### src/rtl/xgemac_wb_arbiter.sv
// Round-robin two-port Wishbone master for the XGEMAC register port.
// One bus cycle in flight; each requester gets its own read data or timeout.
`timescale 1ns/1ps
module xgemac_wb_arbiter #(
    parameter int ADDR_W  = 8,
    parameter int DATA_W  = 32,
    parameter int TIMEOUT = 255
) (
    input  logic                  clk,
    input  logic                  rst,
    input  logic [1:0]            req_valid,
    input  logic [1:0]            req_we,
    input  logic [2*ADDR_W-1:0]   req_adr,
    input  logic [2*DATA_W-1:0]   req_dat,
    output logic [1:0]            req_ready,
    output logic [1:0]            rsp_valid,
    output logic [DATA_W-1:0]     rsp_dat,
    output logic                  rsp_err,
    output logic [ADDR_W-1:0]     wb_adr_i,
    output logic [DATA_W-1:0]     wb_dat_i,
    output logic                  wb_cyc_i,
    output logic                  wb_stb_i,
    output logic                  wb_we_i,
    input  logic                  wb_ack_o,
    input  logic [DATA_W-1:0]     wb_dat_o
);

    localparam logic [1:0] S_IDLE = 2'd0;
    localparam logic [1:0] S_BUS  = 2'd1;
    localparam logic [1:0] S_RESP = 2'd2;

    localparam logic [15:0] TERM = 16'(TIMEOUT - 1);

    logic [1:0]        state;
    logic              last_grant;
    logic              grant;
    logic [15:0]       cnt;

    logic              pick;
    logic              sel_we;
    logic [ADDR_W-1:0] sel_adr;
    logic [DATA_W-1:0] sel_dat;

    // Contention goes to the port that did not win last; otherwise the lone requester.
    always_comb begin
        pick = 1'b0;
        if (&req_valid)
            pick = ~last_grant;
        else
            pick = req_valid[1];
        sel_we  = pick ? req_we[1] : req_we[0];
        sel_adr = pick ? req_adr[ADDR_W +: ADDR_W] : req_adr[0 +: ADDR_W];
        sel_dat = pick ? req_dat[DATA_W +: DATA_W] : req_dat[0 +: DATA_W];
    end

    always_ff @(posedge clk) begin
        if (!rst) begin
            state      <= S_IDLE;
            last_grant <= 1'b1;
            grant      <= 1'b0;
            cnt        <= '0;
            req_ready  <= '0;
            rsp_valid  <= '0;
            rsp_dat    <= '0;
            rsp_err    <= 1'b0;
            wb_adr_i   <= '0;
            wb_dat_i   <= '0;
            wb_cyc_i   <= 1'b0;
            wb_stb_i   <= 1'b0;
            wb_we_i    <= 1'b0;
        end else begin
            req_ready <= '0;
            rsp_valid <= '0;
            unique case (state)
                S_IDLE: begin
                    if (|req_valid) begin
                        grant     <= pick;
                        req_ready <= pick ? 2'b10 : 2'b01;
                        wb_cyc_i  <= 1'b1;
                        wb_stb_i  <= 1'b1;
                        wb_we_i   <= sel_we;
                        wb_adr_i  <= sel_adr;
                        wb_dat_i  <= sel_dat;
                        cnt       <= '0;
                        state     <= S_BUS;
                    end
                end
                S_BUS: begin
                    // Ack takes priority over the terminal count.
                    if (wb_ack_o) begin
                        rsp_dat   <= wb_we_i ? '0 : wb_dat_o;
                        rsp_err   <= 1'b0;
                        rsp_valid <= grant ? 2'b10 : 2'b01;
                        wb_cyc_i  <= 1'b0;
                        wb_stb_i  <= 1'b0;
                        wb_we_i   <= 1'b0;
                        wb_adr_i  <= '0;
                        wb_dat_i  <= '0;
                        state     <= S_RESP;
                    end else if (cnt == TERM) begin
                        rsp_dat   <= '0;
                        rsp_err   <= 1'b1;
                        rsp_valid <= grant ? 2'b10 : 2'b01;
                        wb_cyc_i  <= 1'b0;
                        wb_stb_i  <= 1'b0;
                        wb_we_i   <= 1'b0;
                        wb_adr_i  <= '0;
                        wb_dat_i  <= '0;
                        state     <= S_RESP;
                    end else if (cnt != 16'hFFFF) begin
                        cnt <= cnt + 16'd1;
                    end
                end
                S_RESP: begin
                    rsp_dat    <= '0;
                    rsp_err    <= 1'b0;
                    last_grant <= grant;
                    state      <= S_IDLE;
                end
                default: begin
                    state <= S_IDLE;
                end
            endcase
        end
    end

endmodule

### config.mk
export PLATFORM = sky130hd
export DESIGN_NAME = xgemac_wb_arbiter
export DESIGN_NICKNAME = d
export VERILOG_FILES = /design/src/rtl/xgemac_wb_arbiter.sv
export SDC_FILE = /design/constraint.sdc
export NUM_CORES = 1
export LEC_CHECK = 0
export ABC_AREA = 1
export CAP_MARGIN = 20
export CORE_MARGIN = 4
export CORE_UTILIZATION = 46
export DETAILED_ROUTE_END_ITERATION = 7
export HOLD_SLACK_MARGIN = 0.1
export PLACE_DENSITY_LB_ADDON = 0.1
export SKIP_CTS_REPAIR_TIMING = 1
export SYNTH_ARGS = -nofsm -noshare
export SYNTH_HDL_FRONTEND = slang
export SYNTH_SLANG_ARGS = --single-unit
### constraint.sdc
create_clock -name clk -period 2.1 [get_ports clk]
set_input_delay 0.525 -clock clk [delete_from_list [all_inputs] [get_ports clk]]
set_output_delay 0.525 -clock clk [all_outputs]
set_load 0.01 [all_outputs]
After elaboration in Yosys (flattened, before gate mapping)
Index checks and enable logic that the tools add are counted.
- add/sub/neg operators: 1
- equal/unequal tests: 9
- muxes and demuxes: 37
- bitwise logic cells: 1
- reduce and logical (&&, ||, !) cells: 12
- operator list (kind ; count):
    $mux 32 ; 6
    $pmux 32 s2 ; 2
    $mux 16 ; 4
    $mux 8 ; 4
    $pmux 16 s2 ; 1
    $add 16x1->16 const B ; 1
    $eq 16x8->1 const B ; 1
    $ne 16x16->1 const B ; 1
    $pmux 8 s2 ; 1
    $mux 2 ; 7
    $reduce_and 2->1 ; 5
    $mux 1 ; 8
    $ne 2x2->1 const B ; 4
    $pmux 1 s2 ; 3
    $reduce_and 3->1 ; 2
    $reduce_and 5->1 ; 1
    $pmux 2 s2 ; 1
    $reduce_bool 2->1 ; 2
    $ne 3x3->1 const B ; 1
    $eq 2x1->1 const B ; 1
    $eq 2x2->1 const B ; 1
    $logic_not 2->1 ; 1
    $reduce_or 2->1 ; 1
    $not 1->1 ; 1
- flip-flop bits (word level): 99
- bits of input ports: 119
- output and inout port bits: 80
- logic and storage cells: 72

Depth between registers and ports, before layout
Gate-level depths: netlist (run 1).
- word-level depth: 5
- depth in mapped cells: 12
- depth with buffers taken out: 12

Least setup slack after synthesis (run 1)
No wires, ideal clock.
- path kind: input -> register
- start point: input port rst
- end point: register rsp_dat[10]
- setup time: 134 ps
- arrival: 1339 ps
- required time: 1966 ps
- slack: 627 ps
- stages: 4
- path buffers: 2
- cell sequence: clkinv_1 clkbuf_1 clkbuf_1 a21oi_1
- RTL lines (what ; line ; text):
    start: declaration ; 10 ; input logic rst,
    end signal: assignment ; 91 ; rsp_dat <= wb_we_i ? '0 : wb_dat_o;
    end: declaration ; 17 ; output logic [DATA_W-1:0] rsp_dat,
No word-level cell between the ends.

Worst setup path after layout (run 1)
- start point: register wb_we_i
- end point: output port wb_we_i
- RTL lines (what ; line ; text):
    start: declaration ; 23 ; output logic wb_we_i,
    start signal: assignment ; 81 ; wb_we_i <= sel_we;
No word-level cell between the ends.

==> results.md, run 1 <==
- Clock tree from TritonCTS: yes
- Async set or reset register ratio after synthesis: 0
- Post-route fraction of the period consumed by the critical path: 0.912
- Areal power density over the cells: 646 nW/um^2
- Total wirelength of the detailed-routed design: 14.4 mm
- Die width: 110 um
- Worst Path Arrival: 1.39 ns
- Layout area overhead: 48.4%
- Overall track demand over capacity in global routing: 0.239
- Number of fillers in the final layout: 812
- Std-Cell Core Area: 9910 um^2
- Buffers added on ports: 198
- Worst voltage drop across the vdd grid: 444 uV
- Number of register bits inferred by synthesis: 99
- Setup-violating endpoint count in the final report: 0
- Number of nets still failing antenna checks after routing: 0
- Clock root cell: sky130_fd_sc_hd__clkbuf_8
- CTS sink cnt: 99
- Number of max-cap violations: 0
- Data required, critical path: 1.57 ns
- Number of top-level design ports: 199
- Number of DRC violations after detailed routing: 0
- Tightest Hold Check Type: register to register
- Cell taking the most area after synthesis: sky130_fd_sc_hd__dfxtp_1
- Total half-perimeter wirelength after legalization and detailed placement: 10.8 mm
- Final-report hold violation count: 0
- Count of vias placed by the detailed router: 5178
- Core Rows: 36
- Bufs and invs on worst path: 1
- Clock buffer count from CTS: 9
- Outcome: complete, no violations
- Ranking of synthesized cells by area: sky130_fd_sc_hd__dfxtp_1 (42%), sky130_fd_sc_hd__nand2_1 (18%), sky130_fd_sc_hd__a21oi_1 (10%)
- Worst-Margin Slew: 0.443 ns
- Worst-skew pair later-pin latency: 0.36 ns
- Vias in the first global route: 5027
- CP startpoint kind: register
- Area of combinational cells with multiple inputs: 2400 um^2
- Share of final-layout standard cells stronger than drive strength 1: 0.0756
- Sequential cell area: 1980 um^2
- Average detailed-routed wire length per instance: 14.2 um
- Iter 0 DRT Violations: 251
- Die area: 12000 um^2
- Maximum fanout count along the critical path: 3
- Die height: 110 um
- Cell family contributing the most delay on the critical path: buffers and inverters
- Dominant synthesized flop cell: sky130_fd_sc_hd__dfxtp_1
- Headroom to the max-slew limit: 0.705
- Final worst setup slack: 0.185 ns
- Unrepaired setup endpoints after global routing: false
- Maximum clock frequency: 0.522 GHz
- Biggest cell delay along the critical path: 0.62 ns
- LEAKAGE: 2.75 nW
- Fin Setup TNS: 0 ns
- Max Transition Viols Final: 0
- Number of distinct library cell variants in the gate-level netlist after synthesis: 28
- Fraction of synthesized cell area taken by the top area cell type: 0.418
- Number of flops mapped to enable cells by yosys: 0
- Drt pass-1 iters: 5
- Power, Total: 4.55 mW
- Shortest clock period the worst path allows after layout: 1.91 ns
- H-tree depth: 3
- Kind of capture point of the worst setup path: output port
- Clock slew at the register clock pins of the worst setup and hold paths: 0.09 ns
- Worst slack at placement: 0.00573 ns
- Diodes inserted: 0
- CP max-delay cell: sky130_fd_sc_hd__clkdlybuf4s50_1
- Number of buffers between clock root and the deepest sink: 2
- Netlist Area Pre-Place: 4750 um^2
- Synth warnings: 0
- Synthesized instance count: 698
- Post-synthesis average cell area: 6.80 um^2
- Critical-path cell list: clkdlybuf4s50_1
- Global placement routability congestion: 0.899
- NumNets Final: 1003
- Worst setup path category: register to output port
- Share of synthesized area occupied by flip-flops and latches: 0.418
- Wire length of the first global-routing pass: 23.1 mm
- Number of nets produced by synthesis: 819
- Global route overflow: 0
- Maximum number of pins on one net before global-route repair: 43
- Antenna violations before repair: 0
- Via density: 5.08
- Initial standard-cell utilization of the core: 0.479
- Skew final: 0.0154 ns
==> cells in the mapped netlist, drive strengths merged, types with 2 or more instances <==
library cell,n
clkinv,2
nand2,243
ha,2
inv,28
nand4,4
clkbuf,14
dfxtp,99
o21bai,11
a21oi,104
buf,29
nor3,3
nor2,77
o21ai,16
nand3,63
==> kinds of logic after synthesis <==
logic type / Yosys count / share of synthesized area
compound gates: 133 / 0.154
xor+xnor: 1 / 0.00185
fa+ha+maj: 2 / 0.00527
buf+inv: 73 / 0.0772
flops: 99 / 0.418
simple gates: 390 / 0.344
==> sequential cells by signal (all words and copies together), names as in the netlist <==
register / cells
cnt: 16
grant: 1
last_grant: 1
req_ready: 2
rsp_dat: 32
rsp_err: 1
rsp_valid: 2
state: 2
wb_adr_i: 8
wb_dat_i: 32
wb_stb_i: 1
wb_we_i: 1
==> cell usage in the layout (no fill, tap or decap), types with 3 or more instances in the layout <==
cell	instances
sky130_fd_sc_hd__nand2_1	228
sky130_fd_sc_hd__clkdlybuf4s50_1	198
sky130_fd_sc_hd__a21oi_1	99
sky130_fd_sc_hd__dfxtp_1	99
sky130_fd_sc_hd__nor2_1	74
sky130_fd_sc_hd__nand3_1	63
sky130_fd_sc_hd__inv_1	24
sky130_fd_sc_hd__buf_4	14
sky130_fd_sc_hd__nand2_2	12
sky130_fd_sc_hd__o21bai_1	11
sky130_fd_sc_hd__o21ai_0	9
sky130_fd_sc_hd__clkbuf_8	9
sky130_fd_sc_hd__inv_2	5
sky130_fd_sc_hd__a21oi_2	5
sky130_fd_sc_hd__o21ai_1	5
sky130_fd_sc_hd__nand4_1	4
sky130_fd_sc_hd__buf_12	4
sky130_fd_sc_hd__nor2_2	3
sky130_fd_sc_hd__nand2_4	3
==> final timing paths <==
check	slack, ns	end	cells after the start	from
setup / recovery	0.19	wb_we_i	1	wb_we_i$_SDFFE_PN0P_
hold / removal	0.47	wb_dat_i[11]$_SDFFE_PN0P_	2	wb_dat_i[11]$_SDFFE_PN0P_
setup reg to reg	0.27	cnt[11]$_SDFFE_PN0P_	10	cnt[1]$_SDFFE_PN0P_
hold reg to reg	0.47	wb_dat_i[11]$_SDFFE_PN0P_	2	wb_dat_i[11]$_SDFFE_PN0P_
==> through the flow <==
step	hold WS, ns	area (um^2)	utilization	cells
floorplan	0.431	4750	-	698
global placement	0.451	6830	0.690	1004
detailed placement	0.458	6830	0.690	1004
CTS	0.470	7040	0.711	1019
global route	0.492	7040	0.711	1019
finish	0.469	7040	0.711	1019
==> routing by layer <==
metal	part of all wire	global-route usage	up-vias	routed length (um)
met5	0	0	-	0
met3	0.077	0.0611	32	1110
li1	-	-	2617	-
met4	0.031	0.0980	0	446
met1	0.39	0.273	2347	5670
met2	0.50	0.423	182	7220
==> area by class of cell <==
type,count,area share
inverter,30,0.0160
clock inverter,6,0.0124
multi-input combinational,526,0.341
sequential,99,0.281
timing repair buffer,216,0.308
tap,133,0.0236
clock buffer,9,0.0176
==> power breakdown <==
group          leakage [nW]  switching (mW)  internal (mW)
clock                 0.110           0.642          0.669
combinational          1.83           0.557          0.592
sequential            0.809          0.0870           2.01
Power figures use the tool's default switching activity.
==> run 2, diff against run 1 <==
HOLD_SLACK_MARGIN = 0.08   (was 0.1)
==> results of run 2 <==
Final layout, timing and power as in run 1 (identical DEF).
==> run 3, diff against run 2 <==
REMOVE_ABC_BUFFERS = 1   (was not set)
SETUP_SLACK_MARGIN = 0.2   (was not set)
==> results.md, run 3 (synthesized netlist as in run 1, its figures left out) <==
- Skew final: 0.0145 ns (was 0.0154 ns)
- Number of fillers in the final layout: 814 (was 812)
- CTS sink cnt: 99 (unchanged)
- Wire length of the first global-routing pass: 22.7 mm (was 23.1 mm)
- Total half-perimeter wirelength after legalization and detailed placement: 10.6 mm (was 10.8 mm)
- Critical-path cell list: clkdlybuf4s50_1 (unchanged)
- Biggest cell delay along the critical path: 0.56 ns (was 0.62 ns)
- Overall track demand over capacity in global routing: 0.235 (was 0.239)
- Kind of capture point of the worst setup path: output port (unchanged)
- Buffers added on ports: 198 (unchanged)
- Number of nets still failing antenna checks after routing: 0 (unchanged)
- Number of max-cap violations: 0 (unchanged)
- Total wirelength of the detailed-routed design: 14.4 mm (about the same)
- Diodes inserted: 0 (unchanged)
- Std-Cell Core Area: 9910 um^2 (unchanged)
- Initial standard-cell utilization of the core: 0.479 (unchanged)
- Worst-Margin Slew: 0.451 ns (was 0.443 ns)
- Areal power density over the cells: 643 nW/um^2 (was 646 nW/um^2)
- Grt peak-use layer: met2 (unchanged)
- H-tree depth: 3 (unchanged)
- Worst-skew pair later-pin latency: 0.36 ns (about the same)
- Commonest cells after routing, fill and taps aside: sky130_fd_sc_hd__nand2_1 (228), sky130_fd_sc_hd__clkdlybuf4s50_1 (197), sky130_fd_sc_hd__a21oi_1 (99) (was sky130_fd_sc_hd__nand2_1 (228), sky130_fd_sc_hd__clkdlybuf4s50_1 (198), sky130_fd_sc_hd__a21oi_1 (99), sky130_fd_sc_hd__dfxtp_1 (99), sky130_fd_sc_hd__nor2_1 (74))
- Number of DRC violations after detailed routing: 0 (unchanged)
- Clock buffer count from CTS: 9 (unchanged)
- Die width: 110 um (unchanged)
- Count of non-filler cells in the finished layout: 1016 (was 1019)
- Global placement routability congestion: 0.834 (was 0.899)
- Maximum fanout count along the critical path: 3 (unchanged)
- Worst Path Arrival: 1.31 ns (was 1.39 ns)
- Outcome: complete, no violations (unchanged)
- Die area: 12000 um^2 (unchanged)
- Met1 track utilization from global routing: 0.276 (was 0.273)
- Cell family contributing the most delay on the critical path: buffers and inverters (unchanged)
- CP max-delay cell: sky130_fd_sc_hd__clkdlybuf4s50_1 (unchanged)
- Vias in the first global route: 4844 (was 5027)
- Max Transition Viols Final: 0 (unchanged)
- Iter 0 DRT Violations: 285 (was 251)
- NumNets Final: 999 (was 1003)
- Count of vias placed by the detailed router: 5186 (was 5178)
- Clock slew at the register clock pins of the worst setup and hold paths: 0.10 ns (was 0.09 ns)
- Finished Core Util: 0.713 (was 0.711)
- Met2 Use GR: 0.405 (was 0.423)
- Worst voltage drop across the vdd grid: 344 uV (was 444 uV)
- Antenna violations before repair: 0 (unchanged)
- GRT met3 Usage: 0.0728 (was 0.0611)
- Regs by FF count: rsp_dat: 32 flops, wb_dat_i: 32 flops, cnt: 16 flops (unchanged)
- Setup-violating endpoint count in the final report: 0 (unchanged)
- Drt pass-1 iters: 5 (unchanged)
- Unrepaired setup endpoints after global routing: true (was false)
- Maximum clock frequency: 0.544 GHz (was 0.522 GHz)
- Number of top-level design ports: 199 (unchanged)
- Average detailed-routed wire length per instance: 14.1 um (was 14.2 um)
- Clock tree from TritonCTS: yes (unchanged)
- Minimum hold slack: 0.465 ns (was 0.469 ns)
- Number of cells in the design after placement: 1000 (was 1004)
- Maximum number of pins on one net before global-route repair: 78 (was 43)
- Clock root cell: sky130_fd_sc_hd__clkbuf_8 (unchanged)
- Share of final-layout standard cells stronger than drive strength 1: 0.0759 (was 0.0756)
- Worst slack at placement: -0.0170 ns (was 0.00573 ns)
- Data required, critical path: 1.57 ns (about the same)
- Number of buffers between clock root and the deepest sink: 2 (unchanged)
- Final worst setup slack: 0.263 ns (was 0.185 ns)
- Die height: 110 um (unchanged)
- Headroom to the max-slew limit: 0.699 (was 0.705)
- Global route overflow: 0 (unchanged)
- Most common cell after layout, fill and taps aside: sky130_fd_sc_hd__nand2_1 (unchanged)
- Core Rows: 36 (unchanged)
- Layout area overhead: 48.9% (was 48.4%)
- Tightest Hold Check Type: register to register (unchanged)
- Bufs and invs on worst path: 1 (unchanged)
- Post-route fraction of the period consumed by the critical path: 0.875 (was 0.912)
- Final-report hold violation count: 0 (unchanged)
- Worst setup path category: register to output port (unchanged)
- LEAKAGE: 2.75 nW (about the same)
- Shortest clock period the worst path allows after layout: 1.84 ns (was 1.91 ns)
- Via density: 5.10 (was 5.08)
- CP startpoint kind: register (unchanged)
[run 3: cell types whose count changed in the layout (fill, tap and decap cells not counted), sizes merged]
cell | previous run | this run
clkinvlp | 0 | 1
clkinv | 3 | 1
dlymetal6s2s | 0 | 1
clkbuf | 9 | 10
inv | 31 | 33
clkdlybuf4s50 | 198 | 197
bufinv | 2 | 1
buf | 18 | 14
[run 3: routing by layer]
| layer | share of wire | vias to the layer above |
|---|---|---|
| met5 | 0 | - |
| met4 | 0.027 | 0 |
| met3 | 0.082 | 28 |
| met2 | 0.50 | 198 |
| met1 | 0.39 | 2353 |
| li1 | - | 2607 |
[run 3: path summary, 6_finish.rpt]
path,from,end,slack [ns],cells after the start
max,wb_stb_i$_SDFFE_PN0P_,wb_stb_i,0.26,1
min,wb_dat_i[1]$_SDFFE_PN0P_,wb_dat_i[1]$_SDFFE_PN0P_,0.46,2
max reg2reg,cnt[0]$_SDFFE_PN0P_,cnt[6]$_SDFFE_PN0P_,0.37,11
min reg2reg,wb_dat_i[1]$_SDFFE_PN0P_,wb_dat_i[1]$_SDFFE_PN0P_,0.46,2
[run 3: layout make-up]
class | count | area, um^2 | share of cell area
clock buffer | 10 | 138 | 0.0195
clock inverter | 6 | 77.6 | 0.0110
inverter | 30 | 113 | 0.0159
multi-input combinational | 526 | 2420 | 0.342
sequential | 99 | 1980 | 0.281
tap | 133 | 166 | 0.0235
timing repair buffer | 212 | 2170 | 0.307
[run 3: power by group]
part           leakage, nW  switching, mW  internal [mW]
sequential           0.810         0.0879           2.01
combinational         1.84          0.553          0.594
clock                0.107          0.693          0.609
total                 2.75           1.33           3.21
[run 3: metrics by stage]
step	power, mW	TNS, ns	area (um^2)
finish	4.54	0	7070
global route	4.77	0	7070
CTS	4.57	0	7040
floorplan	2.62	-6.10	4490
detailed placement	3.28	-0.129	6830
global placement	3.25	0	6830
